$ cat src/rtl/pico_sample_buffer.sv
`default_nettype none
// ============================================================================
// Module      : pico_sample_buffer
// Description : Pulls samples from the PicoBlaze over a start/done handshake,
//               buffers them in a FIFO and plays them out at a fixed rate.
// Revision    : 1.0 - initial release
// ============================================================================
module pico_sample_buffer #(
    parameter int CLK_FREQ_IN_HZ    = 50_000_000,
    parameter int SAMPLE_RATE_IN_HZ = 22_000,
    parameter int FIFO_DEPTH_LOG2   = 4
) (
    input  logic                     clk,
    input  logic                     reset,
    input  logic                     enable,
    input  logic [7:0]               pico_data,
    input  logic                     pico_done,
    input  logic                     clear_underrun,
    output logic                     start_pico,
    output logic [7:0]               audio_out,
    output logic                     audio_valid,
    output logic [FIFO_DEPTH_LOG2:0] fifo_level,
    output logic                     underrun
);

    localparam int c_div   = CLK_FREQ_IN_HZ / SAMPLE_RATE_IN_HZ;
    localparam int c_depth = 1 << FIFO_DEPTH_LOG2;
    localparam int c_cnt_w = (c_div > 1) ? $clog2(c_div) : 1;
    localparam logic [c_cnt_w-1:0] c_cnt_max = c_cnt_w'(c_div - 1);

    localparam logic [1:0] c_idle    = 2'd0;
    localparam logic [1:0] c_req     = 2'd1;
    localparam logic [1:0] c_release = 2'd2;

    logic [1:0]                 r_state;
    logic                       r_start_pico;
    logic [7:0]                 r_audio_out;
    logic                       r_audio_valid;
    logic [FIFO_DEPTH_LOG2:0]   r_level;
    logic                       r_underrun;
    logic [c_cnt_w-1:0]         r_cnt;
    logic [FIFO_DEPTH_LOG2-1:0] r_wr_ptr;
    logic [FIFO_DEPTH_LOG2-1:0] r_rd_ptr;
    logic [7:0]                 r_mem [c_depth];

    logic w_push;
    logic w_tick;
    logic w_pop;
    logic w_full;
    logic w_empty;

    // Level can only reach D, so its MSB alone flags a full FIFO.
    assign w_full  = r_level[FIFO_DEPTH_LOG2];
    assign w_empty = (r_level == '0);
    assign w_push  = (r_state == c_req) && pico_done;
    assign w_tick  = enable && (r_cnt == c_cnt_max);
    assign w_pop   = w_tick && !w_empty;

    always_ff @(posedge clk) begin
        if (w_push) begin
            r_mem[r_wr_ptr] <= pico_data;
        end
    end

    always_ff @(posedge clk) begin
        if (reset) begin
            r_state       <= c_idle;
            r_start_pico  <= 1'b0;
            r_audio_out   <= 8'h80;
            r_audio_valid <= 1'b0;
            r_level       <= '0;
            r_underrun    <= 1'b0;
            r_cnt         <= '0;
            r_wr_ptr      <= '0;
            r_rd_ptr      <= '0;
        end else begin
            case (r_state)
                c_idle: begin
                    if (enable && !w_full) begin
                        r_state      <= c_req;
                        r_start_pico <= 1'b1;
                    end
                end
                c_req: begin
                    if (pico_done) begin
                        r_state      <= c_release;
                        r_start_pico <= 1'b0;
                    end
                end
                c_release: begin
                    if (!pico_done) begin
                        r_state <= c_idle;
                    end
                end
                default: begin
                    r_state      <= c_idle;
                    r_start_pico <= 1'b0;
                end
            endcase

            if (!enable || w_tick) begin
                r_cnt <= '0;
            end else begin
                r_cnt <= r_cnt + c_cnt_w'(1);
            end

            if (w_push) begin
                r_wr_ptr <= r_wr_ptr + FIFO_DEPTH_LOG2'(1);
            end
            if (w_pop) begin
                r_rd_ptr    <= r_rd_ptr + FIFO_DEPTH_LOG2'(1);
                r_audio_out <= r_mem[r_rd_ptr];
            end
            r_audio_valid <= w_pop;

            if (w_push && !w_pop) begin
                r_level <= r_level + (FIFO_DEPTH_LOG2 + 1)'(1);
            end else if (w_pop && !w_push) begin
                r_level <= r_level - (FIFO_DEPTH_LOG2 + 1)'(1);
            end

            // An empty tick in the same cycle as a clear keeps the flag set.
            if (w_tick && w_empty) begin
                r_underrun <= 1'b1;
            end else if (clear_underrun) begin
                r_underrun <= 1'b0;
            end
        end
    end

    assign start_pico  = r_start_pico;
    assign audio_out   = r_audio_out;
    assign audio_valid = r_audio_valid;
    assign fifo_level  = r_level;
    assign underrun    = r_underrun;

endmodule
`default_nettype wire

$ cat config.mk
export PLATFORM = sky130hd
export DESIGN_NAME = pico_sample_buffer
export DESIGN_NICKNAME = d
export VERILOG_FILES = /design/src/rtl/pico_sample_buffer.sv
export SDC_FILE = /design/constraint.sdc
export NUM_CORES = 1
export LEC_CHECK = 0
export ABC_AREA = 1
export ABC_CLOCK_PERIOD_IN_PS = 5400
export CORE_ASPECT_RATIO = 2
export CORE_MARGIN = 1.5
export CORE_UTILIZATION = 60
export CTS_BUF_LIST = sky130_fd_sc_hd__clkbuf_2
export DETAILED_ROUTE_END_ITERATION = 6
export PLACE_DENSITY_LB_ADDON = 0.08
export SLEW_MARGIN = 20
export SYNTH_ARGS = -nofsm -noshare
export SYNTH_HDL_FRONTEND = slang
export SYNTH_SLANG_ARGS = --single-unit
$ cat constraint.sdc
create_clock -name clk -period 5.4 [get_ports clk]
set_clock_uncertainty 0.2 [all_clocks]
set_input_delay 0.81 -clock clk [delete_from_list [all_inputs] [get_ports clk]]
set_output_delay 0.81 -clock clk [all_outputs]
set_load 0.005 [all_outputs]
==> flow_metrics.env, run 1 <==
export IMPL_status="finished clean"
export IMPL_synth_distinct_cells=32
export IMPL_slew_violations=0
export IMPL_worst_path_max_fanout=15
export IMPL_synth_top_cell_by_area="edfxtp_1"
export IMPL_die_h_um=159
export IMPL_synth_area_leaders="edfxtp_1 (53%), nand2_1 (12%), dfxtp_1 (10%), nand3_1 (6.3%), inv_1 (5.0%)"
export IMPL_nets=793
export IMPL_worstHoldEndpoint="r_cnt[0]"
export IMPL_grt_max_degree=68
export IMPL_rr_worst_depth=16
export IMPL_drc=0
export IMPL_drt_wl_total_um=16200
export IMPL_yosysWarnings=0
export IMPL_cts_max_level=4
export IMPL_finalHoldViolations=0
export IMPL_period_minus_slack_ns=2.86
export IMPL_start_util_pct=61.7
export IMPL_grt_pass1_vias=4965
export IMPL_maxSlewHeadroom_pct=26.4
export IMPL_hold_depth=1
export IMPL_clock_sinks=166
export IMPL_synth_seq_cells=166
export IMPL_fmax_mhz=349
export IMPL_drive_above_1_share_pct=7.16
export IMPL_syn_area_per_cell_sq_um=9.70
export IMPL_hpwl_um=11200
export IMPL_fin_crit_sh_pct=53.0
export IMPL_port_buffer_count=28
export IMPL_antenna_left=0
export IMPL_syn_nets=773
export IMPL_insertion_delay_ns=0.72
export IMPL_synth_seq_area_share_pct=63.4
export IMPL_vdd_drop_max_v=0.000185
export IMPL_cts_hold_buf=0
export IMPL_final_seq_area_sq_um=4610
export IMPL_num_io_pins=29
export IMPL_die_w_um=80.8
export IMPL_syn_inst=749
export IMPL_synthesis_area_sq_um=7260
export IMPL_crit_start="r_cnt[0]"
export IMPL_crit_type="register to register"
export IMPL_highest_layer="met4"
export IMPL_grt_usage_pct=27.2
export IMPL_endpoint_kind="register"
export IMPL_rows=56
export IMPL_r2r_start="r_cnt[0]"
export IMPL_holdWs_ns=0.269
export IMPL_cpMostUsedCell="nand2_1"
export IMPL_viasPerCell=5.37
export IMPL_num_vias=4981
export IMPL_synthFlopType="edfxtp_1"
export IMPL_final_setup_viol_count=0
export IMPL_r2r_end="fifo_level[4]"
export IMPL_p_total_mw=2.07
export IMPL_cts_buffer_depth=2
export IMPL_drt_first_pass_iters=5
export IMPL_cts_buffers=17
export IMPL_wl_per_cell_um=17.4
export IMPL_grt_first_pass_wirelength_um=24900
export IMPL_synth_top_area_share_pct=52.9
export IMPL_core_region_area_sq_um=11800
export IMPL_multi_input_area_sq_um=2120
export IMPL_leakage_nw=3.15
export IMPL_synth_edf_count=128
export IMPL_cpPeakStageDelay_ns=0.41
export IMPL_rrSetupSlack_ns=2.54
export IMPL_placed_cells=895
export IMPL_routabilityCongestion=0.928
export IMPL_met3_wirelength_um=542
export IMPL_cts_resized=0
export IMPL_synthArstFlopShare_pct=0
export IMPL_dieArea_sq_um=12800
export IMPL_post_place_ws_ns=2.06
export IMPL_start_kind="register"
export IMPL_arrival_ns=3.32
export IMPL_critPathRequiredTime_ns=5.86
export IMPL_power_density_nw_per_um2=265
export IMPL_root_buffer="clkbuf_2"
export IMPL_slowest_stage="dfxtp_1"
export IMPL_hp_start="r_cnt[0]"
export IMPL_cts_setup_buffers=0
export IMPL_worst_slack_ns=2.54
export IMPL_antenna_found_initial=1
export IMPL_grt_setup_unrepaired="no"
export IMPL_cap_violations=0
export IMPL_drt_iter0_drc=314
export IMPL_dr_wl_met2_um=9190
export IMPL_tightest_slew_ns=1.10
export IMPL_cts_tree="yes"
export IMPL_nFillCells=972
export IMPL_crit_chain="ha_1, nand2_1, inv_2, nand2_1, nor2_4, nand4_4, ha_1, inv_1, ha_1, a21oi_1, nor2_1, nor2_1, nand2_1, nand2_1, nand2_1, a21oi_1"
export IMPL_clk_pin_slew_worst_paths_ns=0.25
export IMPL_syn_to_final_growth_pct=7.30
export IMPL_hp_class="register to register"
export IMPL_final_cells=928
export IMPL_grt_overflow=0
export IMPL_finalSetupTns_ns=0
export IMPL_wirelength_met1_um=5770
==> per-stage QoR <==
step                area [sq um]  util, %
floorplan                   7260        -
global placement            7580     64.4
detailed placement          7580     64.4
CTS                         7790     66.2
global route                7790     66.2
finish                      7790     66.2
==> layer usage <==
layer | vias up | global-route usage, %
li1 | 2473 | -
met1 | 2335 | 28.5
met3 | 45 | 4.01
met4 | 0 | 13.1
met5 | - | 0
met2 | 128 | 51.3
==> how the worst max path moves through the flow <==
stage,end
global placement,fifo_level[4]
global route,fifo_level[4]
floorplan,fifo_level[3]
detailed placement,fifo_level[4]
CTS,fifo_level[3]
finish,fifo_level[4]
==> placed cells by master (no fill, tap or decap), types with 2 or more instances in the layout <==
master / count
a21oi_1: 19
clkinvlp_4: 3
nor3_1: 4
nor3b_1: 2
clkinv_4: 4
clkbuf_2: 18
inv_1: 97
nor2_1: 49
o21a_1: 2
nand2_2: 6
a21oi_2: 7
o21ai_0: 10
inv_6: 5
nand2_1: 230
xor2_1: 8
ha_1: 10
nand4_1: 4
dfxtp_1: 37
inv_2: 4
clkdlybuf4s50_1: 28
nand3_1: 92
edfxtp_1: 128
buf_4: 2
==> cell type report <==
class | count | area share, %
clock inverter | 14 | 1.49
tap | 145 | 2.33
antenna | 1 | 0.0321
inverter | 102 | 4.93
multi-input combinational | 452 | 27.2
clock buffer | 18 | 1.16
sequential | 166 | 59.1
timing repair buffer | 30 | 3.79
==> worst max-delay path: cells and delay by family, from the launching register on <==
kind | cells | cell delay, ns
and+or+nand+nor | 9 | 0.91
adders and majority gates | 3 | 0.79
DFF | 1 | 0.41
AOI/OAI and AO/OA | 2 | 0.29
buffers and inverters | 2 | 0.23
==> synthesized netlist by cell type, types with 2 or more instances <==
| master | instances |
|---|---|
| clkbuf_1 | 6 |
| o21a_1 | 2 |
| nor3_1 | 4 |
| buf_1 | 4 |
| nand2_1 | 230 |
| buf_6 | 3 |
| nand2_2 | 6 |
| nand4_1 | 4 |
| a21oi_2 | 7 |
| nand3_1 | 92 |
| a21oi_1 | 19 |
| nor3b_1 | 2 |
| dfxtp_1 | 38 |
| ha_1 | 10 |
| edfxtp_1 | 128 |
| inv_1 | 97 |
| buf_2 | 14 |
| o21ai_0 | 10 |
| xor2_1 | 8 |
| inv_2 | 4 |
| buf_4 | 2 |
| nor2_1 | 49 |
==> power by group <==
part	total, mW	internal (mW)	switching, mW
combinational	0.0931	0.0331	0.0601
clock	0.580	0.134	0.446
sequential	1.39	1.39	0.00876
total	2.07	1.55	0.515
==> kinds of logic (layout without fill, tap and decap cells) <==
group           count (synthesis)  count (layout)  synth area share (%)
fa+ha+maj                      11              11                  2.00
xor+xnor                        9               9                  1.09
buf+inv                       131             164                  7.44
flops                         166             166                  63.4
simple gates                  392             392                  22.8
compound gates                 40              40                  3.27
other cells                     0               1                     0
==> registers in the layout (all words and copies together) (netlist names) <==
register	count
fifo_level	5
r_rd_ptr	4
r_cnt	12
underrun	1
r_mem	128
r_state	2
r_wr_ptr	4
audio_out	8
audio_valid	1
start_pico	1
No activity file was read; power rests on OpenSTA's default activity.
==> run 2: changes to the inputs <==
--- a/config.mk
+++ b/config.mk
@@ -6,10 +6,10 @@
 export NUM_CORES = 1
 export LEC_CHECK = 0
 export ABC_AREA = 1
-export ABC_CLOCK_PERIOD_IN_PS = 5400
+export ABC_CLOCK_PERIOD_IN_PS = 2400
 export CORE_ASPECT_RATIO = 2
 export CORE_MARGIN = 1.5
-export CORE_UTILIZATION = 60
+export CORE_UTILIZATION = 57
 export CTS_BUF_LIST = sky130_fd_sc_hd__clkbuf_2
 export DETAILED_ROUTE_END_ITERATION = 6
 export PLACE_DENSITY_LB_ADDON = 0.08
==> constraint.sdc (replaced) <==
create_clock -name clk -period 2.4 [get_ports clk]
set_clock_uncertainty 0.2 [all_clocks]
set_input_delay 0.36 -clock clk [delete_from_list [all_inputs] [get_ports clk]]
set_output_delay 0.36 -clock clk [all_outputs]
set_load 0.005 [all_outputs]
==> flow_metrics.env, run 2 (synthesis gave the netlist of run 1 again) <==
export IMPL_clk_pin_slew_worst_paths_ns=0.22
export IMPL_power_density_nw_per_um2=577
export IMPL_final_setup_viol_count=0
export IMPL_fmax_mhz=431
export IMPL_rr_worst_depth=16
export IMPL_insertion_delay_ns=0.71
export IMPL_viasPerCell=5.31
export IMPL_worst_slack_ns=0.0787
export IMPL_cts_tree="yes"
export IMPL_critPathRequiredTime_ns=2.84
export IMPL_drt_wl_total_um=16100
export IMPL_hold_depth=3
export IMPL_stdcell_area_sq_um=8220
export IMPL_crit_chain="ha_4, nand2_2, inv_2, nand2_4, nor2_4, nand4_4, ha_4, inv_6, ha_4, a21oi_2, nor2_2, nor2_1, nand2_1, nand2_1, nand2_1, a21oi_2"
export IMPL_grt_setup_unrepaired="yes"
export IMPL_hp_start="clear_underrun"
export IMPL_routabilityCongestion=0.887
export IMPL_drc=0
export IMPL_largest_register="r_mem"
export IMPL_slowest_stage="dfxtp_2"
export IMPL_clock_sinks=166
export IMPL_antenna_found_initial=1
export IMPL_root_buffer="clkbuf_2"
export IMPL_hp_class="input port to register"
export IMPL_r2r_start="r_cnt[0]"
export IMPL_final_common_cell="nand2_1"
export IMPL_core_region_area_sq_um=12500
export IMPL_r2r_end="fifo_level[4]"
export IMPL_wl_per_cell_um=16.5
export IMPL_worst_path_max_fanout=4
export IMPL_status="finished clean"
export IMPL_fin_crit_sh_pct=96.7
export IMPL_p_total_mw=4.75
export IMPL_hpwl_um=11100
export IMPL_finalSetupTns_ns=0
export IMPL_die_w_um=82.8
export IMPL_holdWs_ns=0.118
export IMPL_grt_max_degree=67
export IMPL_cts_max_level=4
export IMPL_vdd_drop_max_v=0.000549
export IMPL_dpl_cell_area_sq_um=7940
export IMPL_grt_pass1_vias=5170
export IMPL_antenna_left=0
export IMPL_num_io_pins=29
export IMPL_post_place_ws_ns=-0.112
export IMPL_leakage_nw=3.40
export IMPL_worstHoldEndpoint="underrun"
export IMPL_cpPeakStageDelay_ns=0.42
export IMPL_final_util_pct=65.9
export IMPL_rrSetupSlack_ns=0.08
export IMPL_final_cell_mix="nand2_1 (228), edfxtp_1 (128), inv_1 (96)"
export IMPL_worst_path_buf_inv=2
export IMPL_arrival_ns=2.76
export IMPL_num_vias=5180
export IMPL_maxSlewHeadroom_pct=47.7
export IMPL_placed_cells=940
export IMPL_endpoint_kind="register"
export IMPL_largest_reg_flops=128
export IMPL_grt_overflow=0
export IMPL_period_minus_slack_ns=2.32
export IMPL_final_cells=975
export IMPL_nets=835
export IMPL_finalHoldViolations=0
export IMPL_drive_above_1_share_pct=13.6
export IMPL_grt_usage_pct=24.8
export IMPL_syn_to_final_growth_pct=13.2
export IMPL_nFillCells=1051
export IMPL_die_h_um=163
export IMPL_cts_buffer_depth=2
export IMPL_dieArea_sq_um=13500
export IMPL_start_util_pct=58.2
export IMPL_slew_violations=0
export IMPL_drt_iter0_drc=338
export IMPL_tightest_slew_ns=0.782
export IMPL_drt_first_pass_iters=4
export IMPL_cap_violations=0
export IMPL_grt_first_pass_wirelength_um=25500
export IMPL_crit_type="register to register"
export IMPL_rows=58
export IMPL_start_kind="register"
export IMPL_cts_buffers=17
export IMPL_port_buffer_count=28
export IMPL_cp_top_family="simple AND/OR/NAND/NOR gates"
==> run 2: what timing repair did <==
item | in CTS | in global routing
gates resized for setup | 2 | 14
setup buffers | 0 | 2
endpoints found under the hold margin | 0 | 0
gates cloned | 0 | 0
pin swaps | 0 | 7
hold buffers | 0 | 0
setup endpoints to repair | 1 | 5
==> run 2: cell type report <==
type / instances / area, sq um / area share [%]
flip-flops and latches: 166 / 4610 / 56.1
multi-input cells: 452 / 2180 / 26.5
repair buffers: 72 / 636 / 7.73
inverters: 102 / 389 / 4.73
well taps: 150 / 188 / 2.28
clock inverters: 14 / 126 / 1.54
clock buffers: 18 / 90.1 / 1.10
diodes: 1 / 2.50 / 0.0304
==> run 2: worst max-delay path by stage <==
| stage | from | endpoint | slack [ns] | cells after the start |
|---|---|---|---|---|
| detailed placement | pico_done | fifo_level[3] | -0.11 | 12 |
| CTS | r_cnt[0] | fifo_level[3] | 0.006 | 15 |
| finish | r_cnt[0] | fifo_level[4] | 0.08 | 16 |
| global placement | pico_done | fifo_level[3] | -0.05 | 12 |
| global route | r_cnt[1] | fifo_level[4] | -0.06 | 16 |
| floorplan | r_cnt[0] | fifo_level[3] | 0.02 | 15 |
==> run 2: worst reg2reg max path, delay by kind of cell (launching register included) <==
family                     cells  cell delay [ns]
AOI/OAI and AO/OA              2             0.26
buffers and inverters          2             0.14
and+or+nand+nor                9             0.71
DFF                            1             0.42
adders and majority gates      3             0.58
==> run 2: metal layers <==
metal	track usage (%)	share of wire [%]
met1	25.1	36
met2	47.3	56
met3	4.11	3.5
met4	13.9	4.4
met5	0	0
==> run 2: power breakdown <==
group	switching, mW	internal [mW]
Sequential	0.0149	3.12
Clock	0.976	0.388
Combinational	0.146	0.107
